## src/rtl/mem_stage.sv

```systemverilog
`default_nettype none
// ============================================================================
// Module   : mem_stage
// Purpose  : MEM pipeline stage. Breaks the load/store held in EX/MEM into
//            byte transactions with the memory controller. Load bytes are
//            assembled little-endian, then sign- or zero-extended. A stall
//            is requested until the access completes. Non-memory
//            instructions pass straight through.
// Revision : 1.0 - initial release
// ----------------------------------------------------------------------------
// Ports:
//   clk, rst            clock, synchronous active-low reset
//   rdy                 global ready; 0 freezes all state
//   wd_i, wreg_i,
//   wdata_i             write-back fields from EX/MEM
//   load_i, store_i     memory request (store wins when both are set)
//   mem_addr_i          byte address of the access
//   mem_write_data_i    store data
//   mem_length_i        access length in bytes (1/2/4; others remapped)
//   mem_signed_i        sign-extend load data when 1
//   wb_hold_i           MEM/WB frozen this cycle
//   mem_ack_i,
//   mem_din_i           byte handshake and read data from the controller
//   wd_o, wreg_o,
//   wdata_o             write-back fields to MEM/WB
//   stall_req_o         freeze request for stages up to EX/MEM
//   mem_req_o, mem_we_o,
//   mem_a_o, mem_dout_o byte request to the memory controller
// ============================================================================
module mem_stage #(
  parameter int ADDR_W = 32,
  parameter int BYTE_W = 8
) (
  input  logic              clk,
  input  logic              rst,
  input  logic              rdy,
  input  logic [4:0]        wd_i,
  input  logic              wreg_i,
  input  logic [ADDR_W-1:0] wdata_i,
  input  logic              load_i,
  input  logic              store_i,
  input  logic [ADDR_W-1:0] mem_addr_i,
  input  logic [ADDR_W-1:0] mem_write_data_i,
  input  logic [2:0]        mem_length_i,
  input  logic              mem_signed_i,
  input  logic              wb_hold_i,
  input  logic              mem_ack_i,
  input  logic [BYTE_W-1:0] mem_din_i,
  output logic [4:0]        wd_o,
  output logic              wreg_o,
  output logic [ADDR_W-1:0] wdata_o,
  output logic              stall_req_o,
  output logic              mem_req_o,
  output logic              mem_we_o,
  output logic [ADDR_W-1:0] mem_a_o,
  output logic [BYTE_W-1:0] mem_dout_o
);

  typedef enum logic [1:0] {
    S_IDLE = 2'd0,
    S_BUSY = 2'd1,
    S_DONE = 2'd2
  } state_t;

  state_t            state;
  logic [1:0]        cnt;
  logic [ADDR_W-1:0] ld_buf;

  logic              req_any;
  logic              is_load;
  logic [1:0]        last_idx;
  logic [BYTE_W-1:0] dout_sel;
  logic [ADDR_W-1:0] ld_ext;

  assign req_any = load_i | store_i;
  // A combined load+store behaves as a store: nothing is written back.
  assign is_load = load_i & ~store_i;

  // Index of the final byte. Length 0 behaves as a byte access; every other
  // unsupported length behaves as a word access.
  always_comb begin
    last_idx = 2'd3;
    case (mem_length_i)
      3'd0, 3'd1: last_idx = 2'd0;
      3'd2:       last_idx = 2'd1;
      default:    last_idx = 2'd3;
    endcase
  end

  // Store byte for the current index.
  always_comb begin
    dout_sel = '0;
    for (int i = 0; i < 4; i++) begin
      if (cnt == 2'(i)) begin
        dout_sel = mem_write_data_i[i*BYTE_W +: BYTE_W];
      end
    end
  end

  // Extension of the assembled load data. The length decode is reused, so
  // remapped lengths extend exactly as their legal equivalents.
  always_comb begin
    ld_ext = ld_buf;
    case (last_idx)
      2'd0:    ld_ext = {{(ADDR_W-BYTE_W){mem_signed_i & ld_buf[BYTE_W-1]}},
                         ld_buf[BYTE_W-1:0]};
      2'd1:    ld_ext = {{(ADDR_W-2*BYTE_W){mem_signed_i & ld_buf[2*BYTE_W-1]}},
                         ld_buf[2*BYTE_W-1:0]};
      default: ld_ext = ld_buf;
    endcase
  end

  // Outputs are decoded from the current state and the EX/MEM inputs so
  // that a new request stalls in the very cycle it is presented.
  always_comb begin
    wd_o        = wd_i;
    wreg_o      = wreg_i;
    wdata_o     = wdata_i;
    stall_req_o = 1'b0;
    mem_req_o   = 1'b0;
    mem_we_o    = 1'b0;
    mem_a_o     = '0;
    mem_dout_o  = '0;
    case (state)
      S_IDLE: begin
        if (req_any) begin
          // The instruction has not completed yet; keep it out of MEM/WB.
          stall_req_o = 1'b1;
          wreg_o      = 1'b0;
        end
      end
      S_BUSY: begin
        stall_req_o = 1'b1;
        wreg_o      = 1'b0;
        // Address and data stay on the bus while rdy is low; only the
        // request strobe is withdrawn.
        mem_req_o   = rdy;
        mem_we_o    = store_i;
        mem_a_o     = mem_addr_i + {{(ADDR_W-2){1'b0}}, cnt};
        mem_dout_o  = dout_sel;
      end
      S_DONE: begin
        if (is_load) begin
          wdata_o = ld_ext;
        end
      end
      default: begin
        stall_req_o = 1'b0;
      end
    endcase
  end

  // Reset has priority over rdy, so an access aborts even while frozen.
  always_ff @(posedge clk) begin
    if (!rst) begin
      state  <= S_IDLE;
      cnt    <= 2'd0;
      ld_buf <= '0;
    end else if (rdy) begin
      case (state)
        S_IDLE: begin
          if (req_any) begin
            state <= S_BUSY;
            cnt   <= 2'd0;
          end
        end
        S_BUSY: begin
          if (mem_ack_i) begin
            if (is_load) begin
              for (int i = 0; i < 4; i++) begin
                if (cnt == 2'(i)) begin
                  ld_buf[i*BYTE_W +: BYTE_W] <= mem_din_i;
                end
              end
            end
            if (cnt == last_idx) begin
              state <= S_DONE;
            end else begin
              cnt <= cnt + 2'd1;
            end
          end
        end
        S_DONE: begin
          // Remain here while MEM/WB is frozen so the result is not lost;
          // no new memory request is raised from this state.
          if (!wb_hold_i) begin
            state  <= S_IDLE;
            cnt    <= 2'd0;
            ld_buf <= '0;
          end
        end
        default: begin
          state <= S_IDLE;
        end
      endcase
    end
  end

endmodule
`default_nettype wire

```

## config.mk

```make
export PLATFORM = sky130hd
export DESIGN_NAME = mem_stage
export DESIGN_NICKNAME = d
export VERILOG_FILES = /design/src/rtl/mem_stage.sv
export SDC_FILE = /design/constraint.sdc
export NUM_CORES = 1
export LEC_CHECK = 0
export CAP_MARGIN = 10
export CORE_MARGIN = 5
export CORE_UTILIZATION = 35
export CTS_CLUSTER_SIZE = 12
export DETAILED_ROUTE_END_ITERATION = 12
export PLACE_DENSITY = 0.79
export SLEW_MARGIN = 25
export SYNTH_ARGS = -nofsm -noshare
export SYNTH_HDL_FRONTEND = slang
export SYNTH_SLANG_ARGS = --single-unit
```

## constraint.sdc

```tcl
create_clock -name clk -period 2.4 [get_ports clk]
set_input_delay 0.48 -clock clk [delete_from_list [all_inputs] [get_ports clk]]
set_output_delay 0.48 -clock clk [all_outputs]
set_load 0.01 [all_outputs]
```

==> impl_metrics.json, run 1 <==
{
  "cp_top_family": "simple AND/OR/NAND/NOR gates",
  "max_stage_delay_ns": 0.55,
  "die-area_um2": 12100,
  "nets": 890,
  "diodes": 0,
  "dp_hpwl_um": 11400,
  "cap_violations": 0,
  "max-vdd-ir-drop_uv": 300,
  "power.density_nw_per_um2": 267,
  "ctsHoldBuffers": 0,
  "dieWidth_um": 110,
  "r2r-start": "cnt[0]",
  "internal_power_mw": 1.24,
  "rows": 36,
  "ys_ff_latch": 36,
  "avgRoutedWirePerCell_um": 18.5,
  "maxSlewViolCount": 0,
  "antenna_found_initial": 0,
  "ant_nets": 0,
  "fin_cells": 896,
  "p_switching_uw": 608,
  "place_ws_ns": -1.14,
  "setup_viol": 33,
  "status": "finished, violations left",
  "cts_tree": "yes",
  "finalHoldViolations": 0,
  "seq_power_share_pct": 33.1,
  "finalHoldWorstSlack_ns": 0.529,
  "cp.required_ns": 1.92,
  "p_leak_nw": 3.11,
  "route.detailed.drc": 0,
  "worst_setup_path_start_kind": "input pin",
  "r2r_setup_slack_ns": 0.17,
  "drive_gt1_share_pct": 44.8,
  "max-slew-margin-rel_pct": 73.2,
  "period_minus_slack_ns": 2.71,
  "fp.dieH_um": 110,
  "clock_power_share_pct": 23.9,
  "syn_to_final_growth_pct": 98.3,
  "clk_pin_slew_worst_paths_ns": 0.07,
  "clk_latency_ns": 0.30,
  "ys_warn_count": 0,
  "placed_cells": 844,
  "drt-initial-drc-count": 277,
  "worst-setup-path-type": "input pin to primary output",
  "synth_ff_type": "dfxtp_1",
  "hold_path_depth": 2,
  "cp-end-kind": "primary output",
  "combPwrFrac_pct": 43.0,
  "holdCritPathClass": "register to register",
  "dr.pass1.iters": 4,
  "grt_first_pass_wirelength_um": 24300,
  "swShare_pct": 32.9,
  "grt_max_degree": 33,
  "max_freq_ghz": 0.369,
  "grt_use_total_pct": 25.3,
  "period_share_pct": 113,
  "cp_slowest_cell": "or4_4",
  "cts_buffers": 5,
  "start_util_pct": 35.8,
  "fin_ws_ns": -0.312,
  "netlist_instances": 464,
  "path_buf_inv": 2,
  "ys_types": 56,
  "avgSynthCellArea_um2": 7.54,
  "syn_nets": 592,
  "synth_seq_area_share_pct": 20.6,
  "failed_checks": "negative setup slack",
  "worst_pin_slew_ns": 0.400,
  "rsz0062_at_grt": "true",
  "drt_wl_total_um": 16600,
  "num_vias": 4805,
  "clock_skew_ns": 0.00749,
  "grt_pass1_vias": 4944,
  "clock_sinks": 36,
  "grt_overflow": 0,
  "reg2reg_depth": 11,
  "h-tree-depth": 2,
  "port_buffers": 191,
  "cp_max_fo": 5,
  "coreArea_um2": 9770,
  "holdPathEnd": "ld_buf[12]",
  "cts_root_buf": "clkbuf_8",
  "async_flop_share_pct": 0,
  "arrival_ns": 2.23,
  "r2r_end": "ld_buf[27]",
  "io_pins": 202,
  "synth-edff-count": 0,
  "hold_start": "ld_buf[12]",
  "viasPerCell": 5.36,
  "syn_area_um2": 3500,
  "fin_util_pct": 71.0,
  "fillCellCount": 741,
  "path_cells": "clkdlybuf4s15_1, nand4_4, or3_4, or4_4, a21oi_2, buf_2",
  "gp_congestion": 0.965,
  "clockBufferDepth": 2
}
[synthesized netlist by cell type, types with 2 or more instances]
library cell	instances	share of area, %
clkbuf_8	4	1.6
buf_4	5	1.1
or4_1	10	2.1
nand3b_1	2	0.43
ha_1	6	2.1
inv_1	13	1.4
mux2i_1	33	9.4
mux2_2	8	2.6
nand4_2	2	0.71
a21o_1	3	0.64
and2_1	15	2.7
a211o_1	8	2.0
nand3_1	13	1.9
o41ai_1	2	0.50
o311ai_0	2	0.50
nand2b_1	8	1.4
o221ai_2	4	1.7
a21oi_1	74	11
nand2_1	27	2.9
dfxtp_1	36	21
nor4_1	4	0.71
xor2_1	5	1.3
nor3_1	4	0.57
and3b_1	6	1.5
a221oi_1	8	2.0
nor2_1	39	4.2
xnor2_1	6	1.5
o21ai_0	3	0.43
o22ai_1	2	0.36
and4_1	5	1.3
clkbuf_1	19	2.0
o221ai_1	2	0.50
buf_2	11	1.6
nor2b_1	37	6.6
nand4_1	7	1.3
o31ai_1	11	2.4
[state kept, by name, indices dropped and copies added, names as in the netlist]
register,count
cnt,2
ld_buf,32
state,2
[worst register-to-register path, cell delays in order, from the launching register on]
cell and delay, ns:
dfxtp_4 0.36, buf_4 0.14, buf_8 0.13, buf_4 0.14, buf_4 0.14, ha_4 0.22
buf_4 0.14, and3b_1 0.16, o221ai_2 0.14, buf_4 0.24, mux2i_1 0.24, nor2b_1 0.07
[logic make-up (layout without fill, tap and decap cells)]
group / Yosys count / after routing / synth area share (%)
AOI/OAI and AO/OA: 125 / 125 / 23.0
xor gates and xnor gates: 11 / 11 / 2.75
adders and majority gates: 7 / 7 / 2.72
buffers and inverters: 54 / 351 / 8.08
DFF: 36 / 36 / 20.6
muxes: 41 / 41 / 12.0
and+or+nand+nor: 190 / 192 / 30.9
[layout make-up]
class	instances	area, um^2	area share [%]
Clock inverter	3	23.8	0.343
Inverter	13	61.3	0.883
Timing Repair Buffer	330	2790	40.2
Tap cell	133	166	2.40
Sequential cell	36	729	10.5
Clock buffer	5	68.8	0.992
Multi-Input combinational cell	376	3100	44.7
[metrics by stage]
step	total power, mW	TNS [ns]	area [um^2]
after floorplan	0.907	-0.299	3580
after CTS	1.80	-4.44	6660
after global placement	1.38	-38.67	6180
after global routing	1.94	-7.18	6940
after detailed placement	1.39	-39.70	6180
final	1.85	-5.06	6940
[layout by cell type (no fill, tap or decap), types with 5 or more instances in the layout]
cell / Yosys / final
a211o_1: 8 / 8
a21oi_1: 74 / 43
a21oi_2: 0 / 26
a21oi_4: 0 / 5
a221oi_2: 0 / 7
and2_1: 15 / 15
and3b_1: 6 / 6
and4_4: 0 / 5
buf_12: 0 / 5
buf_2: 11 / 60
buf_4: 5 / 113
buf_6: 1 / 24
clkbuf_2: 0 / 10
clkbuf_8: 4 / 5
clkdlybuf4s15_1: 0 / 6
clkdlybuf4s50_1: 0 / 84
dfxtp_1: 36 / 33
dlygate4sd2_1: 0 / 19
ha_4: 0 / 6
inv_1: 13 / 11
mux2_2: 8 / 8
mux2i_1: 33 / 33
nand2_1: 27 / 25
nand2b_1: 8 / 6
nand3_1: 13 / 9
nand4_1: 7 / 7
nor2_1: 39 / 39
nor2b_1: 37 / 37
o31ai_1: 11 / 5
o31ai_2: 0 / 5
or4_4: 0 / 10
[power by group through the flow]
stage,clock [mW],sequential [mW],combinational [mW]
floorplan,0,0.626,0.280
global placement,0,0.627,0.751
detailed placement,0,0.627,0.764
CTS,0.449,0.611,0.744
global route,0.476,0.613,0.850
finish,0.443,0.612,0.795
[worst max path at each step]
stage                              from     endpoint  slack, ns  depth (start not counted)
after global routing      mem_addr_i[8]  mem_a_o[21]      -0.36                          6
after detailed placement  mem_addr_i[0]  mem_a_o[22]      -1.14                          8
after CTS                        cnt[0]  mem_a_o[24]      -0.31                          7
final                     mem_addr_i[8]  mem_a_o[21]      -0.31                          6
after global placement    mem_addr_i[0]  mem_a_o[22]      -1.10                          8
after floorplan           mem_addr_i[0]  mem_a_o[26]      -0.08                          8
[routing by layer]
| metal | global-route usage (%) | vias up | routed length, um |
|---|---|---|---|
| li1 | - | 2284 | - |
| met2 | 46.4 | 219 | 8140 |
| met3 | 6.06 | 39 | 1520 |
| met5 | 0 | - | 0 |
| met4 | 9.17 | 0 | 427 |
| met1 | 28.1 | 2263 | 6480 |
[timing repair]
| action | in CTS | in global routing |
|---|---|---|
| pin swaps | 40 | 35 |
| cloned | 6 | 1 |
| resized for setup | 409 | 79 |
| setup endpoints to repair | 72 | 65 |
| endpoints found under the hold margin | 0 | 0 |
| buffers inserted | 22 | 20 |
No activity file was read; power rests on OpenSTA's default activity.
==> run 2: changes to the inputs <==
--- a/config.mk
+++ b/config.mk
@@ -11,7 +11,7 @@
 export CTS_CLUSTER_SIZE = 12
 export DETAILED_ROUTE_END_ITERATION = 12
 export PLACE_DENSITY = 0.79
-export SLEW_MARGIN = 25
+export SLEW_MARGIN = 20
 export SYNTH_ARGS = -nofsm -noshare
 export SYNTH_HDL_FRONTEND = slang
 export SYNTH_SLANG_ARGS = --single-unit
==> results of run 2 <==
Final layout, timing and power as in run 1 (identical DEF).
